File: src/rtl/tmem_pkg.sv
// rtl/tmem_pkg.sv - shared types and constants for the tagged-memory controller
package tmem_pkg;

    typedef enum logic [1:0] {
        IDLE  = 2'd0,
        RWAIT = 2'd1,
        CHECK = 2'd2,
        WRITE = 2'd3
    } state_e;

    localparam int              ADDR_W_DEF  = 20;
    localparam int              DATA_W      = 64;
    localparam int              TAG_W       = 8;
    localparam logic [TAG_W-1:0] WP_MASK_DEF = 8'h80;

    // A stored tag marks its word read-only when any masked bit is set.
    function automatic logic tag_protected(input logic [TAG_W-1:0] tag,
                                           input logic [TAG_W-1:0] mask);
        return (tag & mask) != '0;
    endfunction

endpackage

File: src/rtl/tmem_ctrl.sv
// rtl/tmem_ctrl.sv - CPU bus to tagged RAM controller with tag write protection
module tmem_ctrl
    import tmem_pkg::*;
#(
    parameter int               ADDR_W  = ADDR_W_DEF,
    parameter int               RD_LAT  = 1,
    parameter logic [TAG_W-1:0] WP_MASK = WP_MASK_DEF
) (
    input  logic              clk,
    input  logic              reset,
    input  logic [DATA_W-1:0] i_ad,
    input  logic [TAG_W-1:0]  i_tag,
    input  logic              i_astb,
    input  logic              i_atomic,
    input  logic              i_rd,
    input  logic              i_wr,
    input  logic              i_wforce,
    output logic [DATA_W-1:0] o_data,
    output logic [TAG_W-1:0]  o_tag,
    output logic              o_busy,
    output logic              o_wfault,
    output logic [ADDR_W-1:0] m_addr,
    output logic              m_re,
    output logic              m_we,
    output logic [DATA_W-1:0] m_wdata,
    output logic [TAG_W-1:0]  m_wtag,
    input  logic [DATA_W-1:0] m_rdata,
    input  logic [TAG_W-1:0]  m_rtag
);

    // Counter loads: RWAIT starts one cycle after the strobe, CHECK issues its own.
    localparam logic [2:0] LAT    = 3'(RD_LAT);
    localparam logic [2:0] LAT_M1 = 3'(RD_LAT - 1);

    state_e            state_q,   state_d;
    logic [ADDR_W-1:0] addr_q,    addr_d;
    logic              atomic_q,  atomic_d;
    logic              tvalid_q,  tvalid_d;
    logic [TAG_W-1:0]  old_tag_q, old_tag_d;
    logic [DATA_W-1:0] wdata_q,   wdata_d;
    logic [TAG_W-1:0]  wtag_q,    wtag_d;
    logic [2:0]        cnt_q,     cnt_d;
    logic [DATA_W-1:0] data_q,    data_d;
    logic [TAG_W-1:0]  tag_q,     tag_d;
    logic              busy_q,    busy_d;
    logic              wfault_q,  wfault_d;
    logic              we_q,      we_d;

    // Next-state and datapath decisions for the access sequencer.
    always_comb begin
        state_d   = state_q;
        addr_d    = addr_q;
        atomic_d  = atomic_q;
        tvalid_d  = tvalid_q;
        old_tag_d = old_tag_q;
        wdata_d   = wdata_q;
        wtag_d    = wtag_q;
        cnt_d     = cnt_q;
        data_d    = data_q;
        tag_d     = tag_q;
        busy_d    = busy_q;
        wfault_d  = 1'b0;
        we_d      = 1'b0;
        case (state_q)
            IDLE: begin
                if (i_astb) begin
                    addr_d   = i_ad[ADDR_W-1:0];
                    atomic_d = i_atomic;
                    tvalid_d = 1'b0;
                end else if (i_wr) begin
                    wdata_d = i_ad;
                    wtag_d  = i_tag;
                    if (i_wforce || (tvalid_q && !tag_protected(old_tag_q, WP_MASK))) begin
                        state_d = WRITE;
                        we_d    = 1'b1;
                        busy_d  = 1'b1;
                    end else if (tvalid_q) begin
                        // Saved tag already says protected: refuse without touching the array.
                        wfault_d = 1'b1;
                    end else begin
                        state_d = CHECK;
                        cnt_d   = LAT;
                        busy_d  = 1'b1;
                    end
                end else if (i_rd) begin
                    state_d = RWAIT;
                    cnt_d   = LAT_M1;
                    busy_d  = 1'b1;
                end
            end
            RWAIT: begin
                if (cnt_q == 3'd0) begin
                    data_d  = m_rdata;
                    tag_d   = m_rtag;
                    busy_d  = 1'b0;
                    state_d = IDLE;
                    if (atomic_q) begin
                        old_tag_d = m_rtag;
                        tvalid_d  = 1'b1;
                    end
                end else begin
                    cnt_d = cnt_q - 3'd1;
                end
            end
            CHECK: begin
                if (cnt_q == 3'd0) begin
                    if (tag_protected(m_rtag, WP_MASK)) begin
                        wfault_d = 1'b1;
                        busy_d   = 1'b0;
                        state_d  = IDLE;
                    end else begin
                        state_d = WRITE;
                        we_d    = 1'b1;
                    end
                end else begin
                    cnt_d = cnt_q - 3'd1;
                end
            end
            WRITE: begin
                state_d  = IDLE;
                busy_d   = 1'b0;
                tvalid_d = 1'b0;
            end
            default: begin
                state_d = IDLE;
            end
        endcase
    end

    // State and registered outputs; reset abandons any access in flight.
    always_ff @(posedge clk) begin
        if (reset) begin
            state_q   <= IDLE;
            addr_q    <= '0;
            atomic_q  <= 1'b0;
            tvalid_q  <= 1'b0;
            old_tag_q <= '0;
            wdata_q   <= '0;
            wtag_q    <= '0;
            cnt_q     <= '0;
            data_q    <= '0;
            tag_q     <= '0;
            busy_q    <= 1'b0;
            wfault_q  <= 1'b0;
            we_q      <= 1'b0;
        end else begin
            state_q   <= state_d;
            addr_q    <= addr_d;
            atomic_q  <= atomic_d;
            tvalid_q  <= tvalid_d;
            old_tag_q <= old_tag_d;
            wdata_q   <= wdata_d;
            wtag_q    <= wtag_d;
            cnt_q     <= cnt_d;
            data_q    <= data_d;
            tag_q     <= tag_d;
            busy_q    <= busy_d;
            wfault_q  <= wfault_d;
            we_q      <= we_d;
        end
    end

    // Read strobe goes out in the request cycle so data lands RD_LAT+1 cycles after rd.
    assign m_re = ~reset & (((state_q == IDLE) & i_rd & ~i_wr & ~i_astb) |
                            ((state_q == CHECK) & (cnt_q == LAT)));

    assign m_we     = we_q;
    assign m_addr   = addr_q;
    assign m_wdata  = wdata_q;
    assign m_wtag   = wtag_q;
    assign o_data   = data_q;
    assign o_tag    = tag_q;
    assign o_busy   = busy_q;
    assign o_wfault = wfault_q;

endmodule

File: config.mk
export PLATFORM = sky130hd
export DESIGN_NAME = tmem_ctrl
export DESIGN_NICKNAME = d
export VERILOG_FILES = /design/src/rtl/tmem_pkg.sv /design/src/rtl/tmem_ctrl.sv
export SDC_FILE = /design/constraint.sdc
export NUM_CORES = 1
export LEC_CHECK = 0
export CORE_ASPECT_RATIO = 0.5
export CORE_UTILIZATION = 40
export DETAILED_ROUTE_END_ITERATION = 16
export MAX_ROUTING_LAYER = met4
export PLACE_DENSITY = 0.79
export SYNTH_ARGS = -nofsm -noshare
export SYNTH_HDL_FRONTEND = slang
export SYNTH_SLANG_ARGS = --single-unit
export TNS_END_PERCENT = 20
File: constraint.sdc
create_clock -name clk -period 2.1 [get_ports clk]
set_input_delay 0.525 -clock clk [delete_from_list [all_inputs] [get_ports clk]]
set_output_delay 0.525 -clock clk [all_outputs]
set_load 0.01 [all_outputs]
Word-level counts from Yosys, hierarchy flattened:

Index checks and enable logic that the tools add are counted.

* $add $sub $neg: 1
* bitwise logic cells: 9
* equal/unequal tests: 15
* mux-type cells: 42
* reductions and logical operators: 16

Operator list (number)
* $mux W1: 22
* $mux W3: 6
* $mux W2: 8
* $ne A2 B2 Y1 const B: 7
* $reduce_and A6 Y1: 2
* $ne A3 B3 Y1 const B: 3
* $pmux W2 S4: 1
* $pmux W3 S2: 1
* $reduce_and A3 Y1: 2
* $and A1 B1 Y1: 5
* $reduce_and A5 Y1: 1
* $eq A2 B2 Y1 const B: 2
* $ne A4 B4 Y1 const B: 1
* $pmux W1 S2: 2
* $pmux W1 S4: 1
* $reduce_and A2 Y1: 2
* $reduce_and A4 Y1: 1
* $eq A3 B1 Y1 const B: 1
* $logic_not A3 Y1: 1
* $not A1 Y1: 3
* $pmux W1 S3: 1
* $reduce_bool A3 Y1: 1
* $sub A3 B1 Y3 const B: 1
* $eq A2 B1 Y1 const B: 1
* 7 further kinds: 7

* logic and storage cells: 96
* output and inout port bits: 168
* bits in registers: 182

Logic depth before layout (Yosys ltp):

* depth in word-level cells: 7
* gate-level depth with buffers: 9
* gate-level depth less buffers: 6

Worst setup path before layout:

No wires, ideal clock.

* kind: flip-flop to output port
* from: reg state_q[0]
* to: out m_re
* data required time: 1.575 ns
* buffers on the path: 1
* setup slack: 0.431 ns
* cell stages (with the launch flop): 7
* arrival: 1.144 ns
* cell sequence: dfxtp_1 inv_1 ha_1 buf_4 and2b_4 nand3b_1 a21oi_1

* cells in the longest elaborated chain, start to end: 6
* elaborated cells on any way between the ends: 8
* classes of those cells: 1 x eq/ne; 6 x bitwise; 1 x reduce/logical

RTL lines
* start: declaration: RTL line tmem_ctrl.sv:35 `state_e state_q, state_d;`
* start signal: assignment: RTL line tmem_ctrl.sv:147 `state_q <= state_d;`
* $logic_not A2 Y1: RTL line tmem_ctrl.sv:164 `assign m_re = ~reset & (((state_q == IDLE) & i_rd & ~i_wr & ~i_astb) |`
* $and A1 B1 Y1 (3 in series): RTL line tmem_ctrl.sv:164
* $or A1 B1 Y1 (*): RTL line tmem_ctrl.sv:164
* $and A1 B1 Y1 (*): RTL line tmem_ctrl.sv:164
* end: declaration: RTL line tmem_ctrl.sv:23 `output logic m_re,`

Mark *: on every way between the ends. The rest lies on a longest branch, timed or not.

Worst setup path in the final report:

Ends and elaborated chain as after synthesis.

==> flow_summary.json <==
{
  "status": "completed",
  "num_rows": 32,
  "wire_per_inst_um": 14.9,
  "hold_slack_ns": 0.454,
  "grt_pass1_vias": 5967,
  "cts_tree": "built",
  "grt_overflow": 0,
  "clk_latency_ns": 0.42,
  "power_frac_clock_pct": 27.5,
  "fin_cells": 1321,
  "internal_power_mw": 7.85,
  "io_buffers": 318,
  "vdd_ir_drop_max_v": 0.000659,
  "dpl_worst_slack_ns": -0.386,
  "finalWirelength_um": 19600,
  "hpwl_um": 13600,
  "track_usage_pct": 23.6,
  "grt_pass1_wl_um": 30200,
  "fin_tns_setup_ns": 0,
  "end_kind": "output port",
  "maxSlewHeadroom_pct": 49.8,
  "core_area_sq_mm": 0.0155,
  "fin_nets": 1261,
  "netlist_area_sq_mm": 0.00638,
  "antenna_left": 0,
  "drcViolationCount": 0,
  "htreeDepth": 4,
  "timing_hold_violations_final": 0,
  "layout_min_cycle_time_ns": 2.04,
  "die_x_um": 181,
  "setup_violations": 0,
  "ios": 319,
  "die_h_um": 91.3,
  "p_sw_mw": 3.88,
  "gp_congestion": 0.808,
  "p_leak_nw": 3.73,
  "post-place-cells": 1285,
  "multi_input_area_sq_mm": 0.00255,
  "crit-reg2reg-launch": "state_q[1]",
  "cts.sinks": 175,
  "skew_ns": 0.0131,
  "synthToLayoutAreaGrowth_pct": 62.6,
  "switching_share_pct": 33.1,
  "crit_type": "reg -> out",
  "comb_power_share_pct": 36.8,
  "ff_latch_area_sq_mm": 0.00351,
  "drive_above_1_share_pct": 6.45,
  "syn_avg_cell_area_sq_um": 7.99,
  "crit_required_ns": 1.57,
  "drv_slew": 0,
  "sequentialPowerShare_pct": 35.8,
  "firstDrtPassIters": 5,
  "ys_warn_count": 0,
  "tightestPinTransition_ns": 0.752,
  "vias_per_cell": 4.81,
  "startpoint": "state_q[0]",
  "maxCapViolations": 0,
  "cts-root-buf": "clkbuf_16",
  "grt_max_degree": 179,
  "synthCells": 798,
  "synth_cell_types": 40,
  "first_iter_violations": 299,
  "seq_area_frac_synth_pct": 54.9,
  "min-delay-start": "o_data[47]",
  "power_density_mw_per_mm2": 1130,
  "synth-seq-cells": 175,
  "fin_ws_ns": 0.0587,
  "clkTransAtPathRegs_ns": 0.07,
  "initial_core_util_pct": 41.2,
  "syn_nets": 956,
  "hp-class": "reg -> reg",
  "cp-start-kind": "register",
  "crit_path_max_fanout": 3,
  "period_share_pct": 97.2,
  "hold_buffers": 0,
  "crit_arrival_ns": 1.52,
  "fmax_mhz": 490,
  "num_vias": 6356,
  "cts-buffers-inserted": 17,
  "cts_buffer_depth": 2,
  "fillers": 1308,
  "antenna_found_initial": 1,
  "die_area_sq_mm": 0.0165
}
## synth_stat cells
master,number,area (sq um)
nand4b_1,1,8.76
a221oi_1,1,8.76
and2_1,3,18.8
a221oi_4,1,26.3
and3_1,3,18.8
or2_2,1,6.26
dfxtp_1,175,3500
a2bb2oi_2,1,15.0
o41ai_1,1,8.76
nand2_2,1,6.26
o31ai_1,2,15.0
o221a_2,1,11.3
a311o_1,1,10.0
nand2_1,338,1270
buf_4,1,7.51
buf_6,8,90.1
and2_4,1,8.76
and3b_1,1,8.76
clkbuf_1,22,82.6
ha_1,7,87.6
nor3_1,3,15.0
nand2b_1,1,6.26
nor4_1,1,6.26
a31o_1,1,8.76
buf_2,22,110
mux2i_1,1,10.0
o21ai_2,1,8.76
a221o_1,1,10.0
a2bb2oi_1,1,8.76
and2b_4,1,10.0
nor2b_2,1,8.76
inv_1,10,37.5
o2111ai_1,1,8.76
nor2_1,6,22.5
o21bai_2,1,11.3
nand3b_1,2,15.0
a21oi_1,169,846
buf_1,2,7.51
nand3_1,2,10.0
a31oi_1,1,6.26
## final cells by class
type | instances | area share (%)
timing repair buffer | 341 | 33.0
inverter | 10 | 0.362
sequential | 175 | 33.8
clock inverter | 12 | 1.54
clock buffer | 20 | 4.21
multi-input combinational | 558 | 24.6
antenna | 1 | 0.0241
tap | 204 | 2.46
## path summary, 6_finish.rpt
path	end	slack (ns)	depth (start not counted)
max	m_re	0.06	6
min	o_data[47]	0.45	2
max reg2reg	o_data[0]	0.29	7
min reg2reg	o_data[47]	0.45	2
## cells in the final DEF (no fill, tap or decap), types with 2 or more instances in the layout
| master | n |
|---|---|
| a21oi_1 | 169 |
| and2_1 | 2 |
| and3_1 | 3 |
| buf_12 | 6 |
| buf_4 | 18 |
| bufinv_16 | 3 |
| clkbuf_1 | 3 |
| clkbuf_16 | 17 |
| clkdlybuf4s50_1 | 315 |
| clkinv_4 | 2 |
| clkinvlp_4 | 4 |
| dfxtp_1 | 173 |
| dfxtp_2 | 2 |
| ha_1 | 6 |
| inv_1 | 8 |
| inv_2 | 2 |
| inv_6 | 2 |
| nand2_1 | 337 |
| nand2_2 | 2 |
| nand3_1 | 2 |
| nand3b_1 | 2 |
| nor2_1 | 6 |
| nor3_1 | 3 |
| o31ai_1 | 2 |
## flip-flops by register name, summed over array words and instances, names as in the netlist
| name | count |
|---|---|
| old_tag_q | 1 |
| state_q | 2 |
| o_data | 64 |
| o_tag | 8 |
| tvalid_q | 1 |
| m_we | 1 |
| cnt_q | 3 |
| o_wfault | 1 |
| o_busy | 1 |
| atomic_q | 1 |
| m_wtag | 8 |
| m_addr | 20 |
| m_wdata | 64 |
## repair_timing
| action | in CTS | in global routing |
|---|---|---|
| setup buffers | 0 | 3 |
| gates resized for setup | 4 | 6 |
| pin swaps | 0 | 2 |
| cloned | 0 | 0 |
| setup endpoints to repair | 1 | 1 |
## stage by stage
step           utilization, %  area (sq um)  power (mW)
4_1_cts                  66.7         10300        11.7
6_report                 66.9         10400        11.7
2_1_floorplan               -          6380        6.51
5_1_grt                  66.9         10400        12.4
3_5_place_dp             62.9          9750        8.50
3_3_place_gp             62.9          9750        8.38
## critical path: stages, from the launching register on
cell,delay [ns]
dfxtp_2,0.32
inv_2,0.07
ha_2,0.18
and2b_4,0.15
nand3b_1,0.08
a21oi_1,0.15
buf_2,0.16
## cells by family after synthesis
| kind of cell | share of synthesized area (%) |
|---|---|
| AOI/OAI and AO/OA | 15.7 |
| and+or+nand+nor | 22.6 |
| DFF | 54.9 |
| buffers and inverters | 5.26 |
| adders and majority gates | 1.37 |
| muxes | 0.157 |
## power groups by stage
| stage | clock [mW] | combinational (mW) | sequential (mW) |
|---|---|---|---|
| 2_1_floorplan | 0 | 2.02 | 4.49 |
| 3_3_place_gp | 0 | 4.15 | 4.23 |
| 3_5_place_dp | 0 | 4.25 | 4.26 |
| 4_1_cts | 3.29 | 4.27 | 4.19 |
| 5_1_grt | 3.43 | 4.68 | 4.26 |
| 6_report | 3.22 | 4.31 | 4.19 |
## metal layers
metal,vias to the layer above,global-route usage [%],part of all wire [%]
met1,2976,27.6,43
met2,166,40.5,51
met5,-,-,0
met4,0,9.40,2.1
met3,28,4.13,3.5
li1,3186,-,-
(Power assumes the default switching activity.)
